### src/rtl/pixie_pkg.sv
// Pixie display DMA fetch: shared constants,
// CPU state codes and a small range helper.
package pixie_pkg;

  localparam int LINES_PER_FRAME = 262;
  localparam int DMA_FIRST_LINE  = 80;
  localparam int DMA_LAST_LINE   = 207;
  localparam int MC_PER_LINE     = 14;
  localparam int LINE_BYTES      = 8;
  localparam int LINE_W          = 9;

  typedef enum logic [1:0] {
    SC_FETCH = 2'b00,
    SC_EXEC  = 2'b01,
    SC_DMA   = 2'b10,
    SC_INT   = 2'b11
  } sc_e;

  function automatic logic in_rng(
    input logic [LINE_W-1:0] v,
    input int                lo,
    input int                hi
  );
    return (int'(v) >= lo) && (int'(v) <= hi);
  endfunction

endpackage

### src/rtl/pixie_line_buffer.sv
// Double-buffered 8-byte line store: one bank
// fills from DMA while the other is read out.
module pixie_line_buffer
  import pixie_pkg::*;
(
  input  logic       clk,
  input  logic       rst_n,
  input  logic       wr_en,
  input  logic [2:0] wr_idx,
  input  logic [7:0] wr_data,
  input  logic       swap,
  input  logic [2:0] rd_addr,
  output logic [7:0] rd_data
);

  logic [7:0] mem_q [2][LINE_BYTES];
  logic [7:0] mem_d [2][LINE_BYTES];
  logic       disp_sel_q;
  logic       disp_sel_d;
  logic       fill_sel;
  logic [7:0] rd_data_q;
  logic [7:0] rd_data_d;

  // Fill-bank writes, bank swap with scrub of
  // the bank that becomes the next fill bank.
  always_comb begin
    mem_d      = mem_q;
    disp_sel_d = disp_sel_q;
    fill_sel   = ~disp_sel_q;
    rd_data_d  = mem_q[disp_sel_q][rd_addr];
    if (wr_en) begin
      mem_d[fill_sel][wr_idx] = wr_data;
    end
    if (swap) begin
      disp_sel_d        = fill_sel;
      mem_d[disp_sel_q] = '{default: '0};
    end
  end

  // Storage, bank select and read register.
  always_ff @(posedge clk or negedge rst_n) begin
    if (!rst_n) begin
      mem_q      <= '{default: '0};
      disp_sel_q <= 1'b0;
      rd_data_q  <= '0;
    end else begin
      mem_q      <= mem_d;
      disp_sel_q <= disp_sel_d;
      rd_data_q  <= rd_data_d;
    end
  end

  assign rd_data = rd_data_q;

endmodule

### src/rtl/pixie_dma_fetch.sv
// Pixie display DMA fetch: line/mc timing,
// DMAO request, byte capture, INT/EFx flags.
module pixie_dma_fetch
  import pixie_pkg::sc_e;
  import pixie_pkg::SC_DMA;
  import pixie_pkg::in_rng;
#(
  parameter int LINES_PER_FRAME = pixie_pkg::LINES_PER_FRAME,
  parameter int DMA_FIRST_LINE  = pixie_pkg::DMA_FIRST_LINE,
  parameter int DMA_LAST_LINE   = pixie_pkg::DMA_LAST_LINE,
  parameter int MC_PER_LINE     = pixie_pkg::MC_PER_LINE
) (
  input  logic       clk,
  input  logic       reset,
  input  logic       clk_enable,
  input  logic       TPA,
  input  logic       TPB,
  input  logic [1:0] SC,
  input  logic       disp_on,
  input  logic       disp_off,
  input  logic [7:0] data_in,
  input  logic [2:0] rd_addr,
  output logic       DMAO,
  output logic       INT,
  output logic       EFx,
  output logic [7:0] rd_data,
  output logic       line_done,
  output logic       line_short,
  output logic       dma_overrun,
  output logic [8:0] line_num
);

  localparam int MCW = $clog2(MC_PER_LINE);

  logic [1:0]     rsync_q, rsync_d;
  logic           rst_n;
  logic [MCW-1:0] mc_q, mc_d;
  logic [8:0]     line_q, line_d;
  logic [2:0]     idx_q, idx_d;
  logic           disp_en_q, disp_en_d;
  logic           active_q, active_d;
  logic           full_q, full_d;
  logic           dmao_q, dmao_d;
  logic           int_q, int_d;
  logic           efx_q, efx_d;
  logic           done_q, done_d;
  logic           short_q, short_d;
  logic           ovr_q, ovr_d;

  logic tick, strobe, mc_last, wrap;
  logic dma_line, win, cap;
  logic full_now, short_now, swap;

  // Reset asserts at once, releases on clk.
  always_comb begin
    rsync_d = {rsync_q[0], 1'b1};
  end

  // Reset synchronizer flops.
  always_ff @(posedge clk or negedge reset) begin
    if (!reset) rsync_q <= 2'b00;
    else        rsync_q <= rsync_d;
  end

  assign rst_n = rsync_q[1];

  // Line timing, capture window and flags.
  always_comb begin
    tick     = clk_enable & TPA;
    strobe   = clk_enable & TPB &
               (sc_e'(SC) == SC_DMA);
    mc_last  = (mc_q == MCW'(MC_PER_LINE - 1));
    wrap     = tick & mc_last;
    dma_line = in_rng(line_q, DMA_FIRST_LINE,
                      DMA_LAST_LINE);
    win      = active_q & dma_line & ~full_q &
               (mc_q >= MCW'(2));
    cap       = strobe & win;
    full_now  = cap & (idx_q == 3'd7);
    short_now = wrap & active_q & dma_line &
                ~full_q & ~full_now;
    swap      = full_now | short_now;

    mc_d      = mc_q;
    line_d    = line_q;
    idx_d     = idx_q;
    disp_en_d = disp_en_q;
    active_d  = active_q;
    full_d    = full_q;
    short_d   = short_q;

    if (tick) begin
      mc_d = mc_last ? '0 : mc_q + 1'b1;
    end
    if (wrap) begin
      line_d = (line_q == 9'(LINES_PER_FRAME - 1))
               ? 9'd0 : line_q + 9'd1;
    end
    if (clk_enable) begin
      if (disp_off)     disp_en_d = 1'b0;
      else if (disp_on) disp_en_d = 1'b1;
    end
    if (mc_q == '0) begin
      active_d = disp_en_q;
    end
    if (swap || wrap) idx_d = 3'd0;
    else if (cap)     idx_d = idx_q + 3'd1;
    if (wrap)          full_d = 1'b0;
    else if (full_now) full_d = 1'b1;
    if (short_now)     short_d = 1'b1;
    else if (full_now) short_d = 1'b0;

    dmao_d = ~win;
    done_d = swap;
    ovr_d  = ovr_q | (strobe & ~win);
    int_d  = disp_en_q &
             in_rng(line_q, DMA_FIRST_LINE - 2,
                    DMA_FIRST_LINE - 1);
    efx_d  = in_rng(line_q, DMA_FIRST_LINE - 4,
                    DMA_FIRST_LINE - 1) |
             in_rng(line_q, DMA_LAST_LINE - 3,
                    DMA_LAST_LINE);
  end

  // Timing, capture and registered outputs.
  always_ff @(posedge clk or negedge rst_n) begin
    if (!rst_n) begin
      mc_q      <= '0;
      line_q    <= '0;
      idx_q     <= '0;
      disp_en_q <= 1'b0;
      active_q  <= 1'b0;
      full_q    <= 1'b0;
      dmao_q    <= 1'b1;
      int_q     <= 1'b0;
      efx_q     <= 1'b0;
      done_q    <= 1'b0;
      short_q   <= 1'b0;
      ovr_q     <= 1'b0;
    end else begin
      mc_q      <= mc_d;
      line_q    <= line_d;
      idx_q     <= idx_d;
      disp_en_q <= disp_en_d;
      active_q  <= active_d;
      full_q    <= full_d;
      dmao_q    <= dmao_d;
      int_q     <= int_d;
      efx_q     <= efx_d;
      done_q    <= done_d;
      short_q   <= short_d;
      ovr_q     <= ovr_d;
    end
  end

  pixie_line_buffer u_buf (
    .clk     (clk),
    .rst_n   (rst_n),
    .wr_en   (cap),
    .wr_idx  (idx_q),
    .wr_data (data_in),
    .swap    (swap),
    .rd_addr (rd_addr),
    .rd_data (rd_data)
  );

  assign DMAO        = dmao_q;
  assign INT         = int_q;
  assign EFx         = efx_q;
  assign line_done   = done_q;
  assign line_short  = short_q;
  assign dma_overrun = ovr_q;
  assign line_num    = line_q;

endmodule

### config.mk
export PLATFORM = sky130hd
export DESIGN_NAME = pixie_dma_fetch
export DESIGN_NICKNAME = d
export VERILOG_FILES = /design/src/rtl/pixie_pkg.sv /design/src/rtl/pixie_line_buffer.sv /design/src/rtl/pixie_dma_fetch.sv
export SDC_FILE = /design/constraint.sdc
export NUM_CORES = 1
export LEC_CHECK = 0
export CORE_MARGIN = 3
export CORE_UTILIZATION = 50
export CTS_BUF_LIST = sky130_fd_sc_hd__clkbuf_8 sky130_fd_sc_hd__clkbuf_16
export CTS_CLUSTER_DIAMETER = 120
export CTS_CLUSTER_SIZE = 40
export DETAILED_ROUTE_END_ITERATION = 8
export PLACE_DENSITY = 0.68
export SYNTH_ARGS = -nofsm -noshare
export SYNTH_HDL_FRONTEND = slang
export SYNTH_SLANG_ARGS = --single-unit
export TNS_END_PERCENT = 100
### constraint.sdc
create_clock -name clk -period 6.3 [get_ports clk]
set_input_delay 0.945 -clock clk [delete_from_list [all_inputs] [get_ports clk]]
set_output_delay 0.945 -clock clk [all_outputs]
set_load 0.05 [all_outputs]
==> flow_summary.yaml <==
run_status:
  run_status: "finished clean"
drt:
  drc: 0
  drt_iter0_drc: 430
  antenna_left: 0
  drt-wirelength-per-cell_um: 21.61
  vias: 5465
  firstDrtPassIters: 5
  post_drt_via_cell_ratio: 6.019
  wl_um: 19620
setup_path:
  reg2reg_slack_ns: 2.95
  cp-end-kind: "flip-flop"
  crit_fanout: 33
  cp.buffers_inverters: 2
  r2r_end: "u_buf.mem_q[90]$_DFF_PN0_"
  path_depth: 7
  path_delay_family: "simple AND/OR/NAND/NOR gates"
  start_kind: "input pin"
  crit_type: "input pin to flip-flop"
  worstReg2RegStart: "line_num[0]$_DFFE_PN0P_"
  worstPathCellList: "clkdlybuf4s50_1, nand3_1, or3_1, a221oi_2, nor2b_4, buf_4, nor2_1"
  cp.required_ns: 6.58
  critPathSlowestCell: "nor2b_4"
  cp-startpoint: "clk_enable"
  max_stage_delay_ns: 0.80
  cp.arrival_ns: 3.94
  rr_worst_depth: 7
  endpoint: "u_buf.mem_q[90]$_DFF_PN0_"
clocking:
  cts.htree.levels: 4
  clk_root_buffer_cell: "clkbuf_16"
  cts.path.max_buffers: 2
  postCtsResizedCells: 0
  hold_buffers: 0
  clk_latency_ns: 0.42
  path_clk_slew_ns: 0.06
  cts_buffers: 17
  cts_tree: "done"
  clock_sinks: 164
  post_cts_buffers: 0
layout:
  drive_gt1_frac: 0.1720
  n_antenna_cell: 0
  stdcell_count: 908
  area_delta_synth_final_pct: 13.50
  final_nets: 706
power:
  finalPower_mw: 2.312
  powerDensity_nw_per_um2: 249.2
  ir_drop_uv: 189.0
  power_leakage_nw: 4.107
placed_design:
  dp.cells: 878
  io_buffers: 42
  hpwl_um: 12220
  gp_congestion: 0.8055
timing:
  fin_skew_ns: 0.007793
  slew_violations: 0
  fin_crit_sh: 0.5806
  fin_crit_ns: 3.658
  rsz0062_at_grt: "no"
  tns_ns: 0
  slew_headroom: 0.1154
  setup_viol: 0
  max_freq_ghz: 0.2734
  fin_hold_ws_ns: 0.3507
  hold_viol: 0
  worst_pin_slew_ns: 1.319
yosys:
  async_flop_share: 1.000
  synthSimpleGateAreaFrac: 0.1117
  yosysSeqAreaShare: 0.5022
  post-synth-top-count-cell: "dfrtp_1"
  synthMuxAreaShare: 0.2487
  syn_area_sq_um: 8174
  synth.top_cell.area_share: 0.4990
  synth_top_family_by_area: "multiplexers"
  ys_ff_latch: 164
  synthTopCellsByArea: "dfrtp_1 50%, mux2i_1 14%, mux4_2 11%"
  synth_edf_count: 0
  synth_cell_types: 53
  ys.flop_type: "dfrtp_1"
  synth_adder_area_share: 0.007653
  synth-xor-area-share: 0.007500
  synth_top_area_cell: "dfrtp_1"
  yosys_warnings: 0
  synthTopCellsByCount: "163 x dfrtp_1, 112 x mux2i_1, 108 x nor2_1"
  syn-num-nets: 681
  synth.avg_cell_area_sq_um: 12.46
  syn_inst: 656
  synth_compound_area_frac: 0.08801
die:
  start_util: 0.5127
  pin_count: 43
  dieHeight_um: 133.9
  fp-row-count: 46
  coreArea_sq_um: 15940
  die_w_um: 133.9
  die_area_sq_um: 17920
hold_path:
  hold_class: "flip-flop to flip-flop"
  hold_depth: 0
  min_from: "rsync_q[0]$_DFF_PN0_"
run:
  maxCapViolCount: 0
grt:
  grt_pass1_wl_um: 31660
  grt_overflow_total: 0
  first_global_vias: 5682
  antenna_found_initial: 1
  grt_max_degree: 68
  grt_usage: 0.2312
[metal layers]
metal  track usage  vias to the layer above  routed length (um)
met1        0.3245                     2851                8581
met3       0.03676                       35                 944
li1              -                     2418                   -
met5             0                        -                   8
met4       0.08286                        2                 434
met2        0.3695                      159                9653
[sequential cells by signal, summed over array words and instances (netlist names), 2 cells and up]
name	count
u_buf.rd_data	8
mc_q	4
u_buf.mem_q	128
line_num	9
rsync_q	2
idx_q	3
[cells in the final DEF, fill, tap and decap left out, types with 3 or more instances in the layout]
master and n:
a2111oi_4 10, a21o_1 3, a21oi_1 25, a31oi_1 3
buf_4 12, clkbuf_16 17, clkdlybuf4s50_1 42, dfrtp_1 161
ha_1 5, inv_1 6, mux2i_1 112, mux4_2 40
nand2_1 16, nand2b_1 4, nand3_1 21, nand4_1 3
nor2_1 108, nor2_2 16, o21ai_0 25, xnor2_1 4
xor2_1 3
[worst reg2reg max path, cell delays in order, from the launching register on]
cell      delay (ns)
dfrtp_1         0.49
ha_1            0.43
o311ai_4        0.14
buf_4           0.28
a221oi_2        0.42
nor2b_4         0.80
buf_4           0.52
nor2_1          0.13
[area by class of cell]
class / count / area [sq um]
Tap cell: 216 / 270.3
Clock inverter: 11 / 113.9
Sequential cell: 164 / 4110
Clock buffer: 19 / 452.9
Timing Repair Buffer: 54 / 510.5
Multi-Input combinational cell: 441 / 3809
Fill cell: 1304 / 6665
Inverter: 3 / 11.26
[metrics by stage]
stage / instance area [sq um] / worst slack [ns] / utilization
2_1_floorplan: 8174 / 1.394 / -
3_3_place_gp: 8711 / 2.328 / 0.5464
3_5_place_dp: 8711 / 2.215 / 0.5464
4_1_cts: 9278 / 2.667 / 0.5819
5_1_grt: 9278 / 2.400 / 0.5819
6_report: 9278 / 2.642 / 0.5819
[worst min-delay path by stage]
stage,slack (ns),to
2_1_floorplan,0.33,rsync_q[1]$_DFF_PN0_
3_3_place_gp,0.34,rsync_q[1]$_DFF_PN0_
3_5_place_dp,0.34,rsync_q[1]$_DFF_PN0_
4_1_cts,0.35,rsync_q[1]$_DFF_PN0_
5_1_grt,0.35,rsync_q[1]$_DFF_PN0_
6_report,0.35,rsync_q[1]$_DFF_PN0_
[where the power goes]
part | internal, mW | switching [mW] | total [mW]
registers | 1.08 | 0.0427 | 1.12
clock network | 0.596 | 0.410 | 1.01
logic | 0.0666 | 0.118 | 0.185
[kinds of logic after synthesis]
family / count (synthesis)
buffers and inverters: 51
AOI/OAI and AO/OA: 80
DFF: 164
other: 1
and+or+nand+nor: 195
xor gates and xnor gates: 7
adders and majority gates: 5
muxes: 153
(Power assumes the default switching activity.)
